<file path="src/rtl/uart_tx_arbiter_if.sv">
`default_nettype none
// ============================================================================
//  Module   : uart_tx_arbiter_if
//  Purpose  : Requester and uart_tx side signals of the round-robin TX arbiter.
//  Revision : 1.0
// ============================================================================
interface uart_tx_arbiter_if #(
   parameter int N_REQ = 4,
   parameter int GW    = $clog2(N_REQ)
);
   logic [N_REQ-1:0]   req;
   logic [8*N_REQ-1:0] req_data;
   logic [N_REQ-1:0]   ack;
   logic [N_REQ-1:0]   sent;
   logic [7:0]         tx_data;
   logic               tx_en;
   logic               tx_busy;
   logic               tx_done;
   logic               active;
   logic [GW-1:0]      grant_id;

   modport master (
      input  req, req_data, tx_busy, tx_done,
      output ack, sent, tx_data, tx_en, active, grant_id
   );

   modport slave (
      output req, req_data, tx_busy, tx_done,
      input  ack, sent, tx_data, tx_en, active, grant_id
   );
endinterface
`default_nettype wire

</file>
<file path="src/rtl/uart_tx_arbiter.sv">
`default_nettype none
// ============================================================================
//  Module   : uart_tx_arbiter
//  Purpose  : Round-robin sharing of one uart_tx between N_REQ byte requesters.
//  Revision : 1.0
// ============================================================================
module uart_tx_arbiter #(
   parameter int N_REQ = 4,
   parameter int GW    = $clog2(N_REQ)
) (
   input  wire logic             clk,
   input  wire logic             arst_n,
   uart_tx_arbiter_if.master     bus
);

   typedef enum logic [1:0] {
      S_IDLE      = 2'd0,
      S_LAUNCH    = 2'd1,
      S_WAIT_BUSY = 2'd2,
      S_WAIT_DONE = 2'd3
   } state_e;

   state_e             state_q, state_d;
   logic [GW-1:0]      last_q, last_d;
   logic [GW-1:0]      grant_q, grant_d;
   logic [7:0]         tx_data_q, tx_data_d;
   logic               tx_en_q, tx_en_d;
   logic [N_REQ-1:0]   ack_q, ack_d;
   logic [N_REQ-1:0]   sent_q, sent_d;

   logic [GW:0]        start;
   logic [2*N_REQ-1:0] rot;
   logic [GW-1:0]      win;
   logic               win_vld;
   int                 pos;

   // Rotate the request vector so bit 0 is the requester just after the last winner.
   always_comb begin
      start   = {1'b0, last_q} + (GW+1)'(1);
      if (start == (GW+1)'(N_REQ)) begin
         start = '0;
      end
      rot     = {bus.req, bus.req} >> start;
      win     = '0;
      win_vld = 1'b0;
      pos     = 0;
      for (int i = 0; i < N_REQ; i++) begin
         if (!win_vld && rot[i]) begin
            pos = int'(start) + i;
            if (pos >= N_REQ) begin
               pos = pos - N_REQ;
            end
            win     = GW'(pos);
            win_vld = 1'b1;
         end
      end
   end

   always_comb begin
      state_d   = state_q;
      last_d    = last_q;
      grant_d   = grant_q;
      tx_data_d = tx_data_q;
      tx_en_d   = 1'b0;
      ack_d     = '0;
      sent_d    = '0;
      case (state_q)
         S_IDLE: begin
            if (win_vld) begin
               state_d = S_LAUNCH;
               last_d  = win;
               grant_d = win;
               tx_en_d = 1'b1;
               for (int j = 0; j < N_REQ; j++) begin
                  if (GW'(j) == win) begin
                     tx_data_d = bus.req_data[j*8 +: 8];
                     ack_d[j]  = 1'b1;
                  end
               end
            end
         end
         S_LAUNCH: begin
            state_d = S_WAIT_BUSY;
         end
         S_WAIT_BUSY, S_WAIT_DONE: begin
            // A done seen before busy (very short frame) still completes the transfer.
            if (bus.tx_done) begin
               state_d = S_IDLE;
               for (int j = 0; j < N_REQ; j++) begin
                  sent_d[j] = (GW'(j) == grant_q);
               end
            end else if (state_q == S_WAIT_BUSY && bus.tx_busy) begin
               state_d = S_WAIT_DONE;
            end
         end
         default: begin
            state_d = S_IDLE;
         end
      endcase
   end

   always_ff @(posedge clk or negedge arst_n) begin
      if (!arst_n) begin
         state_q   <= S_IDLE;
         last_q    <= GW'(N_REQ - 1);
         grant_q   <= '0;
         tx_data_q <= '0;
         tx_en_q   <= 1'b0;
         ack_q     <= '0;
         sent_q    <= '0;
      end else begin
         state_q   <= state_d;
         last_q    <= last_d;
         grant_q   <= grant_d;
         tx_data_q <= tx_data_d;
         tx_en_q   <= tx_en_d;
         ack_q     <= ack_d;
         sent_q    <= sent_d;
      end
   end

   assign bus.ack      = ack_q;
   assign bus.sent     = sent_q;
   assign bus.tx_data  = tx_data_q;
   assign bus.tx_en    = tx_en_q;
   assign bus.grant_id = grant_q;
   assign bus.active   = (state_q != S_IDLE);

endmodule
`default_nettype wire
</file>
<file path="src/flat_wrapper.sv">
// flat-port wrapper written by rule: the top's interface ports become plain ports
module uart_tx_arbiter_flat 
#(
   parameter int N_REQ = 4,
   parameter int GW    = $clog2(N_REQ)
)
  (clk, arst_n, bus_req, bus_req_data, bus_tx_busy, bus_tx_done, bus_ack, bus_sent, bus_tx_data, bus_tx_en, bus_active, bus_grant_id);
  uart_tx_arbiter_if #(.N_REQ(N_REQ), .GW(GW)) bus_i ();
  input  wire logic clk;
  input  wire logic arst_n;
  input wire logic [$bits(bus_i.req)-1:0] bus_req;
  input wire logic [$bits(bus_i.req_data)-1:0] bus_req_data;
  input wire logic [$bits(bus_i.tx_busy)-1:0] bus_tx_busy;
  input wire logic [$bits(bus_i.tx_done)-1:0] bus_tx_done;
  output wire logic [$bits(bus_i.ack)-1:0] bus_ack;
  output wire logic [$bits(bus_i.sent)-1:0] bus_sent;
  output wire logic [$bits(bus_i.tx_data)-1:0] bus_tx_data;
  output wire logic [$bits(bus_i.tx_en)-1:0] bus_tx_en;
  output wire logic [$bits(bus_i.active)-1:0] bus_active;
  output wire logic [$bits(bus_i.grant_id)-1:0] bus_grant_id;
  assign bus_i.req = bus_req;
  assign bus_i.req_data = bus_req_data;
  assign bus_i.tx_busy = bus_tx_busy;
  assign bus_i.tx_done = bus_tx_done;
  assign bus_ack = bus_i.ack;
  assign bus_sent = bus_i.sent;
  assign bus_tx_data = bus_i.tx_data;
  assign bus_tx_en = bus_i.tx_en;
  assign bus_active = bus_i.active;
  assign bus_grant_id = bus_i.grant_id;
  uart_tx_arbiter #(.N_REQ(N_REQ), .GW(GW)) u_core (.clk(clk), .arst_n(arst_n), .bus(bus_i));
endmodule
</file>
<file path="config.mk">
export PLATFORM = sky130hd
export DESIGN_NAME = uart_tx_arbiter_flat
export DESIGN_NICKNAME = d
export VERILOG_FILES = /design/src/rtl/uart_tx_arbiter_if.sv /design/src/rtl/uart_tx_arbiter.sv /design/src/flat_wrapper.sv
export SDC_FILE = /design/constraint.sdc
export NUM_CORES = 1
export LEC_CHECK = 0
export ABC_CLOCK_PERIOD_IN_PS = 4200
export CAP_MARGIN = 40
export CORE_UTILIZATION = 44
export DETAILED_ROUTE_END_ITERATION = 16
export PLACE_DENSITY = 0.85
export SETUP_SLACK_MARGIN = 0.3
export SLEW_MARGIN = 20
export SYNTH_ARGS = -nofsm -noshare
export SYNTH_HDL_FRONTEND = slang
export SYNTH_SLANG_ARGS = --single-unit
export TNS_END_PERCENT = 5
</file>
<file path="constraint.sdc">
create_clock -name clk -period 4.2 [get_ports clk]
set_clock_uncertainty 0.05 [all_clocks]
set_input_delay 0.84 -clock clk [delete_from_list [all_inputs] [get_ports clk]]
set_output_delay 0.84 -clock clk [all_outputs]
set_load 0.02 [all_outputs]
</file>
# Yosys cells after proc, flatten, opt, wreduce, memory -nomap -nowiden
# Cells that the tools add are included.
[word_totals]
register_bits = 23
latch_bits = 0
ramBits = 0
mem_bits_ro = 0
input_bits = 40
output_inout_bits = 20
word_cells = 79
mem_count = 0
[classes]
n_addsub = 8
n_mul = 0
div = 0
order_cmp = 4
eq_ne = 12
shift = 1
mux = 31
bitwise_logic = 0
reduce_logical = 16
[op_table]
columns = ["op", "count"]
rows = [
  ["two-way mux 8 bit", 4],
  ["two-way mux 2 bit", 11],
  ["two-way mux 4 bit", 4],
  ["greater-or-equal comparator 4 x 3 -> 1 bit (second input constant)", 3],
  ["two-way mux 1 bit", 10],
  ["adder 3 x 2 -> 4 bit (second input constant)", 2],
  ["== test 2 bit (first input constant)", 4],
  ["right shift 8 x 3 -> 4 bit", 1],
  ["subtractor 2 x 1 -> 2 bit (second input constant)", 4],
  ["logical NOT 2 bit", 3],
  ["case mux 2 bit (3 select lines)", 1],
  ["adder 3 x 1 -> 4 bit (second input constant)", 1],
  ["== test 1 x 2 -> 1 bit (first input constant)", 2],
  ["== test 2 bit (second input constant)", 2],
  ["logical AND 1 bit", 4],
  ["AND reduction 2 bit", 2],
  ["nonzero test 4 bit", 1],
  ["adder 2 x 1 -> 3 bit (second input constant)", 1],
  ["== test 3 bit (second input constant)", 1],
  ["greater-or-equal comparator 3 bit (second input constant)", 1],
  ["logical NOT 1 bit", 3],
  ["two-way mux 3 bit", 1],
  ["!= test 3 x 2 -> 1 bit (second input constant)", 1],
  ["AND reduction 3 bit", 1],
  ["4 further kinds", 4],
]

# Logic depth before layout (Yosys ltp)
# Gate-level depths: netlist of the first run.
[depth]
ltp_word = 19
ltp_mapped = 8

# Worst setup path after synthesis of the first run
# No wires, ideal clock.
[synth_timing]
path_kind = "register -> register"
from = "reg u_core.last_q[0]"
to = "reg u_core.tx_data_q[0], in the netlist u_core.bus.tx_data[0]"
arrival_time_ps = 2026
required_time_ps = 4000
setup_slack_ps = 1974
path_stages_with_launch = 9
path_buffers = 2
period_less_slack_ps = 2226
cell_sequence = "dfstp_2 ha_1 clkbuf_2 nor2_1 a31oi_1 or4_1 buf_2 a221oi_1 o31ai_1"
[synth_via]
elab_chain_cells = 18
word_cells_on_any_way = 42
[synth_rtl]
columns = ["item", "line_no", "rtl"]
rows = [
  ["from (decl)", "uart_tx_arbiter.sv:24", "logic [GW-1:0] last_q, last_d;"],
  ["from (signal assigned)", "uart_tx_arbiter.sv:105", "last_q <= GW'(N_REQ - 1);"],
  ["from (signal assigned)", "uart_tx_arbiter.sv:113", "last_q <= last_d;"],
  ["adder 2 x 1 -> 3 bit (*)", "uart_tx_arbiter.sv:39", "start = {1'b0, last_q} + (GW+1)'(1);"],
  ["== test 3 bit", "uart_tx_arbiter.sv:40", "if (start == (GW+1)'(N_REQ)) begin"],
  ["two-way mux 3 bit (*)", "uart_tx_arbiter.sv:40", ""],
  ["parallel branches: the longest is 15 deep, another holds adder 3 x 1 -> 4 bit", "-", ""],
  ["to (signal assigned)", "uart_tx_arbiter.sv:115", "tx_data_q <= tx_data_d;"],
  ["to (decl)", "uart_tx_arbiter.sv:26", "logic [7:0] tx_data_q, tx_data_d;"],
]
# Mark *: on every way between the ends.
# A chain may end at the register's enable or synchronous reset.

# Worst setup path after layout of the first run
[layout_timing]
from = "in bus_req[1]"
to = "reg u_core.tx_data_q[5], in the netlist u_core.bus.tx_data[5]"
[layout_via]
elab_chain_cells = 15
word_cells_on_any_way = 24
[layout_rtl]
columns = ["item", "line_no", "rtl"]
rows = [
  ["from (decl)", "flat_wrapper.sv:11", "input wire logic [$bits(bus_i.req)-1:0] bus_req;"],
  ["right shift 8 x 3 -> 4 bit (*)", "uart_tx_arbiter.sv:43", "rot = {bus.req, bus.req} >> start;"],
  ["two-way mux 1 bit", "uart_tx_arbiter.sv:48", "if (!win_vld && rot[i]) begin"],
  ["logical NOT 1 bit", "uart_tx_arbiter.sv:48", ""],
  ["logical AND 1 bit", "uart_tx_arbiter.sv:48", ""],
  ["two-way mux 1 bit", "uart_tx_arbiter.sv:48", ""],
  ["logical NOT 1 bit", "uart_tx_arbiter.sv:48", ""],
  ["logical AND 1 bit", "uart_tx_arbiter.sv:48", ""],
  ["two-way mux 1 bit", "uart_tx_arbiter.sv:48", ""],
  ["logical NOT 1 bit", "uart_tx_arbiter.sv:48", ""],
  ["logical AND 1 bit", "uart_tx_arbiter.sv:48", ""],
  ["two-way mux 2 bit", "uart_tx_arbiter.sv:48", ""],
  ["== test 1 x 2 -> 1 bit", "uart_tx_arbiter.sv:75", "if (GW'(j) == win) begin"],
  ["two-way mux 8 bit (3 in series)", "uart_tx_arbiter.sv:75", ""],
]
# Every way passes the cells marked *; elsewhere a longest branch is shown, timed or not.

==> key figures, run 1 <==
Run status
  • Result of the run: finished clean

Flow run
  • Number of maximum-capacitance violations: 0

Critical path
  • Startpoint types: primary input
  • Endpoint of the most critical register-to-register path: u_core.bus.tx_data[5]$_DFFE_PN0P_
  • WP data required: 4.32 ns
  • Reg2Reg Depth: 6
  • Worst-case register-to-register setup slack: 1.17 ns
  • CP Capture Type: register
  • Signal arrival time at the worst endpoint: 3.30 ns
  • Setup crit start: bus_req[1]
  • Beginning of the worst register-to-register path: u_core.last_q[0]$_DFFE_PN1P_
  • Critical setup path kind: in -> reg
  • Largest fanout on the critical path: 20
  • Setup crit end: u_core.bus.tx_data[5]$_DFFE_PN0P_

STA
  • Max-slew headroom: 48.1%
  • Tcrit/Tclk final: 75.8%
  • Number of pins exceeding their max-slew limit in the final report: 0
  • Unrepaired setup endpoints after global routing: no
  • Hold Fails Final Rpt: 0
  • Fmax: 314 MHz
  • Final critical delay including setup and external delays: about 3.2 ns
  • Slew at the pin with the worst max-slew slack: 0.776 ns
  • Sum Neg Setup Slack: 0 ns
  • Final count of negative-setup-slack endpoints: 0
  • Worst hold-check slack: 0.444 ns

Cells and area
  • Count of antenna diodes in the layout: 0
  • Fin nets: about 240
  • Area added between synthesis and finish: 51.3%
  • Fraction of layout cells with a size suffix above 1: 5.70%

Clock network
  • CTS root buf: sky130_fd_sc_hd__clkbuf_4
  • Buffer levels on the longest clock path: 2
  • Clock Sinks: 23
  • Clock tree from TritonCTS: yes
  • Clock-pin slew on the worst setup and hold paths: between 0.1 and 0.15 ns
  • Clock latency of the later-clocked register in the worst-skew pair: 0.30 ns
  • Quantity of hold-fixing buffers added after cts: 0
  • H-tree level count: 1
  • Inserted Clock Buffers: 3
  • Setup repair bufs after CTS: 0
  • Number of gates resized after CTS: 0

Logic synthesis
  • Distinct cell type count after synthesis: 35
  • List of most frequent post-synthesis cells: sky130_fd_sc_hd__dfrtp_1, sky130_fd_sc_hd__and3_1, sky130_fd_sc_hd__nand2_1
  • Synth Net Count: between 150 and 200
  • Top area cells in the synthesized netlist: sky130_fd_sc_hd__dfrtp_1, sky130_fd_sc_hd__and3_1, sky130_fd_sc_hd__a2111oi_0
  • Number of enable flip-flop cells after synthesis: 0
  • Ys flop type: sky130_fd_sc_hd__dfrtp_1
  • Share of async-settable or async-resettable flops after synthesis: 100%
  • Syn avg cell area: 9.32 um2
  • Leading area contributor after synthesis: sky130_fd_sc_hd__dfrtp_1
  • Count of mapped cells out of synthesis: 137
  • Mapped cell area: 0.00128 mm2
  • Cell with the most instances after synthesis: sky130_fd_sc_hd__dfrtp_1
  • Sequential-to-total area share from yosys stat: 45.2%
  • Post-synth top area share: 41.1%
  • Number of storage elements in the synthesis netlist: 23
  • Count of yosys warnings during synthesis: 0

Die
  • Chip Height: 55.9 um
  • Starting utilization of the core area: 46.3%
  • Total I/O pin count: 60
  • Row cnt: 19
  • X dimension of the die: 55.9 um
  • Die ar.: 0.00312 mm2
  • Total core area: 0.00276 mm2

Power and ir drop
  • Leakage: 0.858 nW
  • Total power density per cell area: 690 mW/mm2
  • Max VDD drop: 0.000490 V

Detailed routing
  • DRC viols: 0
  • Initial DRT Pass Iterations: 4
  • Metal1 wirelength: ~1.4 mm
  • Via total after detailed routing: roughly 1300
  • Routed length per placed instance: around 15 um
  • Max layer used: met4
  • Detail-routed via count per cell: 5.92
  • Wire length reported by the detailed router: 3.34 mm
  • Antenna Nets Post-Route: 0
  • Detail Route met3 WL: 178 um
  • Drt initial violations: 70
  • Wire length on met2: 1.70 mm

Place
  • Number of buffer cells added on primary ports: 59
  • Last weighted congestion value of the routability-driven placer: 0.822
  • DPL Wire Length: 2.59 mm

Global route
  • GR Overflow Total: 0
  • Maximum number of pins on one net before global-route repair: 21
  • Antenna violations before repair: 0
  • First-pass GRT wire length: 5.69 mm
  • Number of global-route vias before repair: around 1200
  • Global-route usage over all layers: 22.8%

Hold path
  • WHS Path Cells: 2
  • Class of the tightest hold or removal check: reg -> reg
[routing by layer]
| layer | global-route usage [%] | up-vias |
|---|---|---|
| li1 | - | 637 |
| met1 | 30.9 | 639 |
| met2 | 39.1 | 45 |
| met3 | 0.930 | 6 |
| met4 | 8.36 | 0 |
| met5 | 0 | - |
[through the flow]
stage	setup slack (ns)	std cells	cell area [um2]	util, %	power, mW
after global placement	0.924	219	1890	68.6	1.20
after floorplan	1.97	137	1280	-	0.925
after CTS	1.10	224	1930	70.1	1.33
final	1.01	224	1930	70.1	1.33
after detailed placement	0.779	220	1910	69.1	1.23
after global routing	0.808	224	1930	70.1	1.43
[layout by cell type (no fill, tap or decap), types with 3 or more instances in the layout]
| cell type | instances |
|---|---|
| sky130_fd_sc_hd__a21o_1 | 3 |
| sky130_fd_sc_hd__clkbuf_4 | 3 |
| sky130_fd_sc_hd__o21ai_0 | 3 |
| sky130_fd_sc_hd__inv_1 | 6 |
| sky130_fd_sc_hd__a2111oi_0 | 8 |
| sky130_fd_sc_hd__nor3_1 | 4 |
| sky130_fd_sc_hd__o31ai_1 | 8 |
| sky130_fd_sc_hd__dfrtp_1 | 21 |
| sky130_fd_sc_hd__nor2_1 | 6 |
| sky130_fd_sc_hd__and3_1 | 17 |
| sky130_fd_sc_hd__nand2_1 | 17 |
| sky130_fd_sc_hd__clkdlybuf4s50_1 | 59 |
| sky130_fd_sc_hd__a221oi_1 | 8 |
[layout make-up]
type | count | area [um2]
Fill cell | 225 | 825
Multi-Input combinational cell | 98 | 647
Timing Repair Buffer | 62 | 621
Sequential cell | 23 | 578
Tap cell | 31 | 38.8
Clock buffer | 4 | 26.3
Inverter | 6 | 22.5
[critical path, stage by stage]
cell                              delay [ns]
sky130_fd_sc_hd__clkdlybuf4s50_1        0.54
sky130_fd_sc_hd__nand2b_1               0.24
sky130_fd_sc_hd__o21ai_2                0.46
sky130_fd_sc_hd__nand2_1                0.49
sky130_fd_sc_hd__a2111oi_0              0.61
sky130_fd_sc_hd__o31ai_1                0.12
[sequential cells by signal, indices dropped and copies added (netlist names)]
signal	cells
u_core.bus.sent	4
u_core.bus.tx_data	8
u_core.bus.tx_en	1
u_core.bus.ack	4
u_core.bus.grant_id	2
u_core.last_q	2
u_core.state_q	2
[cells by family (layout without fill, tap and decap cells)]
family	count (synthesis)	count (layout)	share of synthesized area, %
AO/OA/AOI/OAI	40	40	25.0
buffers and inverters	16	72	4.99
AND/OR/NAND/NOR	57	57	23.8
adder cells (fa/ha/maj)	1	1	0.979
flip-flops	23	23	45.2
[where the power goes]
part / switching (mW) / leakage, nW / total [mW] / internal [mW]
Sequential: 0.0658 / 0.290 / 0.389 / 0.323
Combinational: 0.474 / 0.552 / 0.846 / 0.372
Clock: 0.0628 / 0.0150 / 0.0998 / 0.0370
Total: 0.602 / 0.858 / 1.33 / 0.732
[how the worst min path moves through the flow]
stage	start	endpoint	slack (ns)
floorplan	u_core.state_q[1]$_DFFE_PN0P_	u_core.state_q[1]$_DFFE_PN0P_	0.43
detailed placement	u_core.bus.tx_data[2]$_DFFE_PN0P_	u_core.bus.tx_data[2]$_DFFE_PN0P_	0.42
CTS	u_core.bus.tx_data[2]$_DFFE_PN0P_	u_core.bus.tx_data[2]$_DFFE_PN0P_	0.45
global placement	u_core.bus.tx_data[2]$_DFFE_PN0P_	u_core.bus.tx_data[2]$_DFFE_PN0P_	0.41
finish	u_core.bus.tx_data[7]$_DFFE_PN0P_	u_core.bus.tx_data[7]$_DFFE_PN0P_	0.44
global route	u_core.bus.tx_data[6]$_DFFE_PN0P_	u_core.bus.tx_data[6]$_DFFE_PN0P_	0.48
Note: power is estimated with default switching activity, not from simulation.
==> run 2, diff against run 1 <==
--- a/config.mk
+++ b/config.mk
@@ -5,11 +5,11 @@
 export SDC_FILE = /design/constraint.sdc
 export NUM_CORES = 1
 export LEC_CHECK = 0
-export ABC_CLOCK_PERIOD_IN_PS = 4200
+export ABC_CLOCK_PERIOD_IN_PS = 2800
 export CAP_MARGIN = 40
-export CORE_UTILIZATION = 44
+export CORE_UTILIZATION = 37
 export DETAILED_ROUTE_END_ITERATION = 16
-export PLACE_DENSITY = 0.85
+export PLACE_DENSITY = 0.76
 export SETUP_SLACK_MARGIN = 0.3
 export SLEW_MARGIN = 20
 export SYNTH_ARGS = -nofsm -noshare
==> constraint.sdc (replaced) <==
create_clock -name clk -period 2.8 [get_ports clk]
set_clock_uncertainty 0.05 [all_clocks]
set_input_delay 0.56 -clock clk [delete_from_list [all_inputs] [get_ports clk]]
set_output_delay 0.56 -clock clk [all_outputs]
set_load 0.02 [all_outputs]
==> run 2 against run 1 <==
Compared with the run above:
- design area rose by 6.9%
- sequential cell count did not move
- critical path depth rose by 1
- setup slack got worse by 0.61 ns
- sequential share of layout area fell by 1.9 points
- global-route usage fell by 3.0 points
- sequential power rose by 47%
- final cell count rose by 12%
- highest routed layer unchanged
- critical path type unchanged
==> key figures, run 2 (synthesis gave the netlist of run 1 again) <==
Run status
  • Result of the run: finished clean

Power and ir drop
  • Max VDD drop: 0.000536 V
  • Total power density per cell area: 1070 mW/mm2
  • Leakage: 0.923 nW

Critical path
  • Critical setup path kind: in -> reg
  • Signal arrival time at the worst endpoint: ~2.5 ns
  • Max stage delay cell, worst path: sky130_fd_sc_hd__clkdlybuf4s50_1
  • Top Family by Delay on Critical Path: compound AO/OA/AOI/OAI gates
  • Worst-case register-to-register setup slack: about 0.46 ns
  • Critical-path cell list: clkdlybuf4s50_1 -> nand2_1 -> a221o_1 -> and4_2 -> a2111oi_0 -> buf_4 -> o31ai_1
  • Beginning of the worst register-to-register path: u_core.last_q[0]$_DFFE_PN1P_
  • Startpoint types: primary input
  • Largest fanout on the critical path: 8
  • Endpoint of the most critical register-to-register path: u_core.bus.tx_data[0]$_DFFE_PN0P_
  • Buffers & Inverters on Critical Path: 2
  • CP Capture Type: register
  • Largest stage delay, worst path: approximately 0.62 ns
  • WP data required: 2.93 ns
  • Reg2Reg Depth: 7

Global route
  • Global-route usage over all layers: 19.8%
  • First-pass GRT wire length: roughly 5.5 mm
  • Maximum number of pins on one net before global-route repair: 24
  • GR Overflow Total: 0
  • Antenna violations before repair: 0
  • Number of global-route vias before repair: 1182

Place
  • Total instance count after detailed placement: 244
  • Number of buffer cells added on primary ports: 59
  • Last weighted congestion value of the routability-driven placer: 0.898
  • DPL Wire Length: 2.89 mm
  • Placement-stage worst setup slack: -0.0867 ns

STA
  • Fmax: approximately 420 MHz
  • Setup slack after layout: 0.403 ns
  • Max-slew headroom: between 60% and 70%
  • Slew at the pin with the worst max-slew slack: between 0.4 and 0.5 ns
  • Final count of negative-setup-slack endpoints: 0
  • Tcrit/Tclk final: 85.6%
  • Number of pins exceeding their max-slew limit in the final report: 0
  • Hold Fails Final Rpt: 0
  • Final critical delay including setup and external delays: around 2.4 ns
  • Unrepaired setup endpoints after global routing: yes

Clock network
  • CTS root buf: sky130_fd_sc_hd__clkbuf_4
  • Buffer levels on the longest clock path: 2
  • Clock-pin slew on the worst setup and hold paths: roughly 0.11 ns
  • Clock tree from TritonCTS: yes
  • H-tree level count: 1
  • Clock latency of the later-clocked register in the worst-skew pair: 0.29 ns
  • Inserted Clock Buffers: 3
  • Quantity of hold-fixing buffers added after cts: 0
  • Clock Sinks: 23

Detailed routing
  • Drt initial violations: 33
  • Routed length per placed instance: 14.2 um
  • Wire length reported by the detailed router: 3.56 mm
  • Detail-routed via count per cell: about 5.5
  • Antenna Nets Post-Route: 0
  • DRC viols: 0
  • Via total after detailed routing: 1369
  • Initial DRT Pass Iterations: 5

Hold path
  • WHS Path Cells: 2
  • Beginning of the worst hold path: u_core.bus.tx_data[1]$_DFFE_PN0P_
  • Hold endpoint: u_core.bus.tx_data[1]$_DFFE_PN0P_
  • Class of the tightest hold or removal check: reg -> reg

Cells and area
  • Fraction of layout cells with a size suffix above 1: 14.6%
  • Most frequent cells in the layout: sky130_fd_sc_hd__clkdlybuf4s50_1, sky130_fd_sc_hd__dfrtp_1, sky130_fd_sc_hd__and3_1
  • Fillcell total: between 200 and 300
  • Area added between synthesis and finish: 61.7%
  • Count of antenna diodes in the layout: 0
  • Final standard cell utilization of the core: between 60% and 70%
  • Max FFs per register: 8
  • Final Non-Filler Cells: 250
  • Fin nets: 248
  • Most common library cell in the layout ignoring fill and taps: sky130_fd_sc_hd__clkdlybuf4s50_1

Die
  • Starting utilization of the core area: 40.5%
  • Total core area: 0.00315 mm2
  • Row cnt: 20
  • Total I/O pin count: 60
  • Chip Height: between 60 and 70 um
  • X dimension of the die: 60.8 um
  • Die ar.: 0.00369 mm2

Flow run
  • Number of maximum-capacitance violations: 0
-- run 2: worst max path at each step --
stage                                      start                                end  depth (start not counted)
floorplan           u_core.last_q[0]$_DFFE_PN1P_  u_core.bus.tx_data[0]$_DFFE_PN0P_                          8
global placement                      bus_req[0]  u_core.bus.tx_data[1]$_DFFE_PN0P_                          7
detailed placement                    bus_req[0]  u_core.bus.tx_data[4]$_DFFE_PN0P_                          7
CTS                 u_core.last_q[0]$_DFFE_PN1P_  u_core.bus.tx_data[5]$_DFFE_PN0P_                          6
global route                          bus_req[0]  u_core.bus.tx_data[5]$_DFFE_PN0P_                          6
finish                                bus_req[0]  u_core.bus.tx_data[0]$_DFFE_PN0P_                          7
-- run 2: what timing repair did --
item / CTS / global route
setup endpoints to repair: 8 / 14
buffers inserted: 0 / 2
pin swaps: 0 / 1
resized for setup: 5 / 5
-- run 2: layout make-up --
type / count / area, um2 / area share [%]
Timing Repair Buffer: 75 / 708 / 34.3
Multi-Input combinational cell: 98 / 676 / 32.7
Inverter: 6 / 22.5 / 1.09
Sequential cell: 23 / 578 / 28.0
Tap cell: 44 / 55.1 / 2.67
Clock buffer: 4 / 26.3 / 1.27
-- run 2: per-stage QoR --
step | area, um2 | power (mW) | setup TNS, ns | hold slack [ns]
2_1_floorplan | 1280 | 1.39 | 0 | 0.214
3_3_place_gp | 1990 | 1.94 | -0.240 | 0.419
3_5_place_dp | 2000 | 1.99 | -0.0867 | 0.426
4_1_cts | 2030 | 2.15 | 0 | 0.453
5_1_grt | 2070 | 2.39 | 0 | 0.481
6_report | 2070 | 2.21 | 0 | 0.449
-- run 2: routing by layer --
layer  vias up  share of wire [%]  global-route usage (%)
li1        664                  -                       -
met1       648                 45                    28.8
met2        55                 47                    30.3
met3         2                7.0                    2.99
met4         0               0.81                    5.84
met5         -                  0                       0
-- run 2: worst reg2reg max path, cell delays in order (launching register included) --
cell,delay (ns)
sky130_fd_sc_hd__dfstp_2,0.58
sky130_fd_sc_hd__ha_1,0.31
sky130_fd_sc_hd__nor3_1,0.19
sky130_fd_sc_hd__o21ai_0,0.13
sky130_fd_sc_hd__and4_2,0.33
sky130_fd_sc_hd__a2111oi_0,0.41
sky130_fd_sc_hd__buf_4,0.18
sky130_fd_sc_hd__o31ai_1,0.05
-- run 2: where the power goes --
part	internal, mW	total (mW)	switching (mW)
registers	0.484	0.570	0.0858
logic	0.714	1.50	0.788
clock network	0.0553	0.142	0.0871
total	1.25	2.21	0.960
==> run 3, diff against run 2 <==
--- a/config.mk
+++ b/config.mk
@@ -10,7 +10,7 @@
 export CORE_UTILIZATION = 37
 export DETAILED_ROUTE_END_ITERATION = 16
 export PLACE_DENSITY = 0.76
-export SETUP_SLACK_MARGIN = 0.3
+export SETUP_SLACK_MARGIN = 0.05
 export SLEW_MARGIN = 20
 export SYNTH_ARGS = -nofsm -noshare
 export SYNTH_HDL_FRONTEND = slang
==> run 3 against run 2 <==
Compared with the run above:
- first-iteration DRC count stayed put
- clock-buffer cell count stayed put
- power is 3.6% lower
- core utilization is 1.3 points lower
- sequential power is 3% higher
- largest cell class unchanged
- highest routed layer unchanged
==> key figures, run 3 (synthesis gave the netlist of run 1 again) <==
Cells and area
  • Most common library cell in the layout ignoring fill and taps: sky130_fd_sc_hd__clkdlybuf4s50_1
  • Fin nets: ~250
  • Area added between synthesis and finish: 58.5%
  • Most frequent cells in the layout: sky130_fd_sc_hd__clkdlybuf4s50_1, sky130_fd_sc_hd__dfrtp_1, sky130_fd_sc_hd__nand2_1, sky130_fd_sc_hd__and3_1, sky130_fd_sc_hd__buf_4
  • Fillcell total: 283
  • Post-layout instance area: a little over 0.002 mm2
  • Fraction of layout cells with a size suffix above 1: 10.8%
  • Max FFs per register: 8
  • Count of antenna diodes in the layout: 0

Hold path
  • WHS Path Cells: 2
  • Class of the tightest hold or removal check: reg -> reg

Power and ir drop
  • Total power after layout: 2.13 mW
  • Leakage: roughly 0.91 nW
  • Total internal power: 1.20 mW
  • Part of the total power dissipated in the clock network: under 10%
  • Max VDD drop: about 0.00052 V
  • Flop pwr share: 27.4%
  • Combinational fraction of design power: between 60% and 70%
  • Switching Fraction: 43.7%
  • Net Sw Power: 0.933 mW
  • Total power density per cell area: roughly 1100 mW/mm2

Detailed routing
  • Via total after detailed routing: 1338
  • Detail-routed via count per cell: between 5 and 6
  • DRC viols: 0
  • Routed length per placed instance: 14.3 um
  • Wire length reported by the detailed router: 3.54 mm
  • Drt initial violations: 33
  • Antenna Nets Post-Route: 0
  • Initial DRT Pass Iterations: 4

Global route
  • First-pass GRT wire length: 5.41 mm
  • GR Overflow Total: 0
  • Antenna violations before repair: 0
  • Maximum number of pins on one net before global-route repair: 24
  • Number of global-route vias before repair: 1173
  • Global-route usage over all layers: 19.5%

STA
  • Fmax: slightly below 400 MHz
  • Final count of negative-setup-slack endpoints: 0
  • Number of pins exceeding their max-slew limit in the final report: 0
  • Max-slew headroom: about 62%
  • Tcrit/Tclk final: 92.4%
  • Hold Fails Final Rpt: 0
  • Unrepaired setup endpoints after global routing: yes
  • Slew at the pin with the worst max-slew slack: 0.563 ns
  • Final critical delay including setup and external delays: 2.59 ns

Critical path
  • CP Capture Type: register
  • Critical setup path kind: reg -> reg
  • Startpoint types: register
  • Critical path depth: 7
  • Largest stage delay, worst path: roughly 0.67 ns
  • Largest fanout on the critical path: 14
  • WP data required: 2.93 ns
  • Max stage delay cell, worst path: sky130_fd_sc_hd__dfstp_2
  • Critical-path cell list: ha_1 -> and2_1 -> o21ai_2 -> nand2_1 -> a2111oi_1 -> buf_4 -> o31ai_1
  • Reg2Reg Depth: 7
  • Signal arrival time at the worst endpoint: 2.72 ns
  • Buffers & Inverters on Critical Path: 1
  • Top Family by Delay on Critical Path: compound AO/OA/AOI/OAI gates

Die
  • Starting utilization of the core area: 40.5%
  • X dimension of the die: between 60 and 70 um
  • Chip Height: 60.8 um
  • Total core area: 0.00315 mm2
  • Die ar.: 0.00369 mm2
  • Row cnt: 20
  • Total I/O pin count: 60

Place
  • Last weighted congestion value of the routability-driven placer: ~0.9
  • DPL Wire Length: 2.89 mm
  • Number of buffer cells added on primary ports: 59
  • Placement Cell Area: roughly 0.002 mm2

Clock network
  • Clock-pin slew on the worst setup and hold paths: 0.12 ns
  • Clock Sinks: 23
  • Inserted Clock Buffers: 3
  • H-tree level count: 1
  • Buffer levels on the longest clock path: 2
  • Clock tree from TritonCTS: yes
  • CTS root buf: sky130_fd_sc_hd__clkbuf_4
  • Clock latency of the later-clocked register in the worst-skew pair: around 0.29 ns
  • Quantity of hold-fixing buffers added after cts: 0

Flow run
  • Number of maximum-capacitance violations: 0

Run status
  • Result of the run: finished clean
## run 3: worst min-delay path: cells and delay by family (launching register included)
| kind | cells | cell delay, ns |
|---|---|---|
| AOI/OAI and AO/OA | 1 | 0.05 |
| DFF | 1 | 0.37 |
| and+or+nand+nor | 1 | 0.05 |
## run 3: area by class of cell
class,count,area (um2),share of cell area (%)
Multi-Input combinational cell,98,649,32.1
Inverter,6,22.5,1.11
Sequential cell,23,578,28.6
Tap cell,44,55.1,2.72
Timing Repair Buffer,73,693,34.2
Clock buffer,4,26.3,1.30
## run 3: path summary, 6_finish.rpt
| kind | from | to | slack, ns |
|---|---|---|---|
| max in group asynchronous | arst_n | u_core.last_q[0]$_DFFE_PN1P_ | 1.87 |
| worst max-delay path | u_core.last_q[0]$_DFFE_PN1P_ | u_core.bus.tx_data[4]$_DFFE_PN0P_ | 0.21 |
| min in group asynchronous | arst_n | u_core.state_q[0]$_DFFE_PN0P_ | 0.56 |
| worst min-delay path | u_core.bus.tx_data[1]$_DFFE_PN0P_ | u_core.bus.tx_data[1]$_DFFE_PN0P_ | 0.45 |
| worst max register to register | u_core.last_q[0]$_DFFE_PN1P_ | u_core.bus.tx_data[4]$_DFFE_PN0P_ | 0.21 |
| worst min register to register | u_core.bus.tx_data[1]$_DFFE_PN0P_ | u_core.bus.tx_data[1]$_DFFE_PN0P_ | 0.45 |
## run 3: layer usage
metal / vias to the layer above / wire length, um / GRT usage, %
met5: - / 0 / 0
met4: 0 / 25 / 6.17
met3: 2 / 188 / 2.99
met2: 51 / 1660 / 29.0
met1: 630 / 1660 / 29.0
li1: 655 / - / -
## run 3: timing repair
item / CTS / global route
setup endpoints to repair: 0 / 2
resized for setup: 0 / 2
buffers inserted: 0 / 0
## run 3: power groups by stage
stage | clock network [mW] | logic, mW | registers [mW]
after detailed placement | 0 | 1.39 | 0.596
after global placement | 0 | 1.35 | 0.585
after CTS | 0.146 | 1.40 | 0.587
final | 0.142 | 1.41 | 0.585
after global routing | 0.158 | 1.54 | 0.602
after floorplan | 0 | 0.689 | 0.698
## run 3: per-stage QoR
step	worst slack (ns)	util (%)	std cells	TNS (ns)	hold slack [ns]
6_report	0.213	64.2	248	0	0.449
5_1_grt	0.0376	64.2	248	0	0.481
4_1_cts	0.129	64.1	248	0	0.453
3_5_place_dp	-0.0867	63.3	244	-0.0867	0.426
3_3_place_gp	-0.0593	63.1	243	-0.240	0.419
2_1_floorplan	0.574	-	137	0	0.214
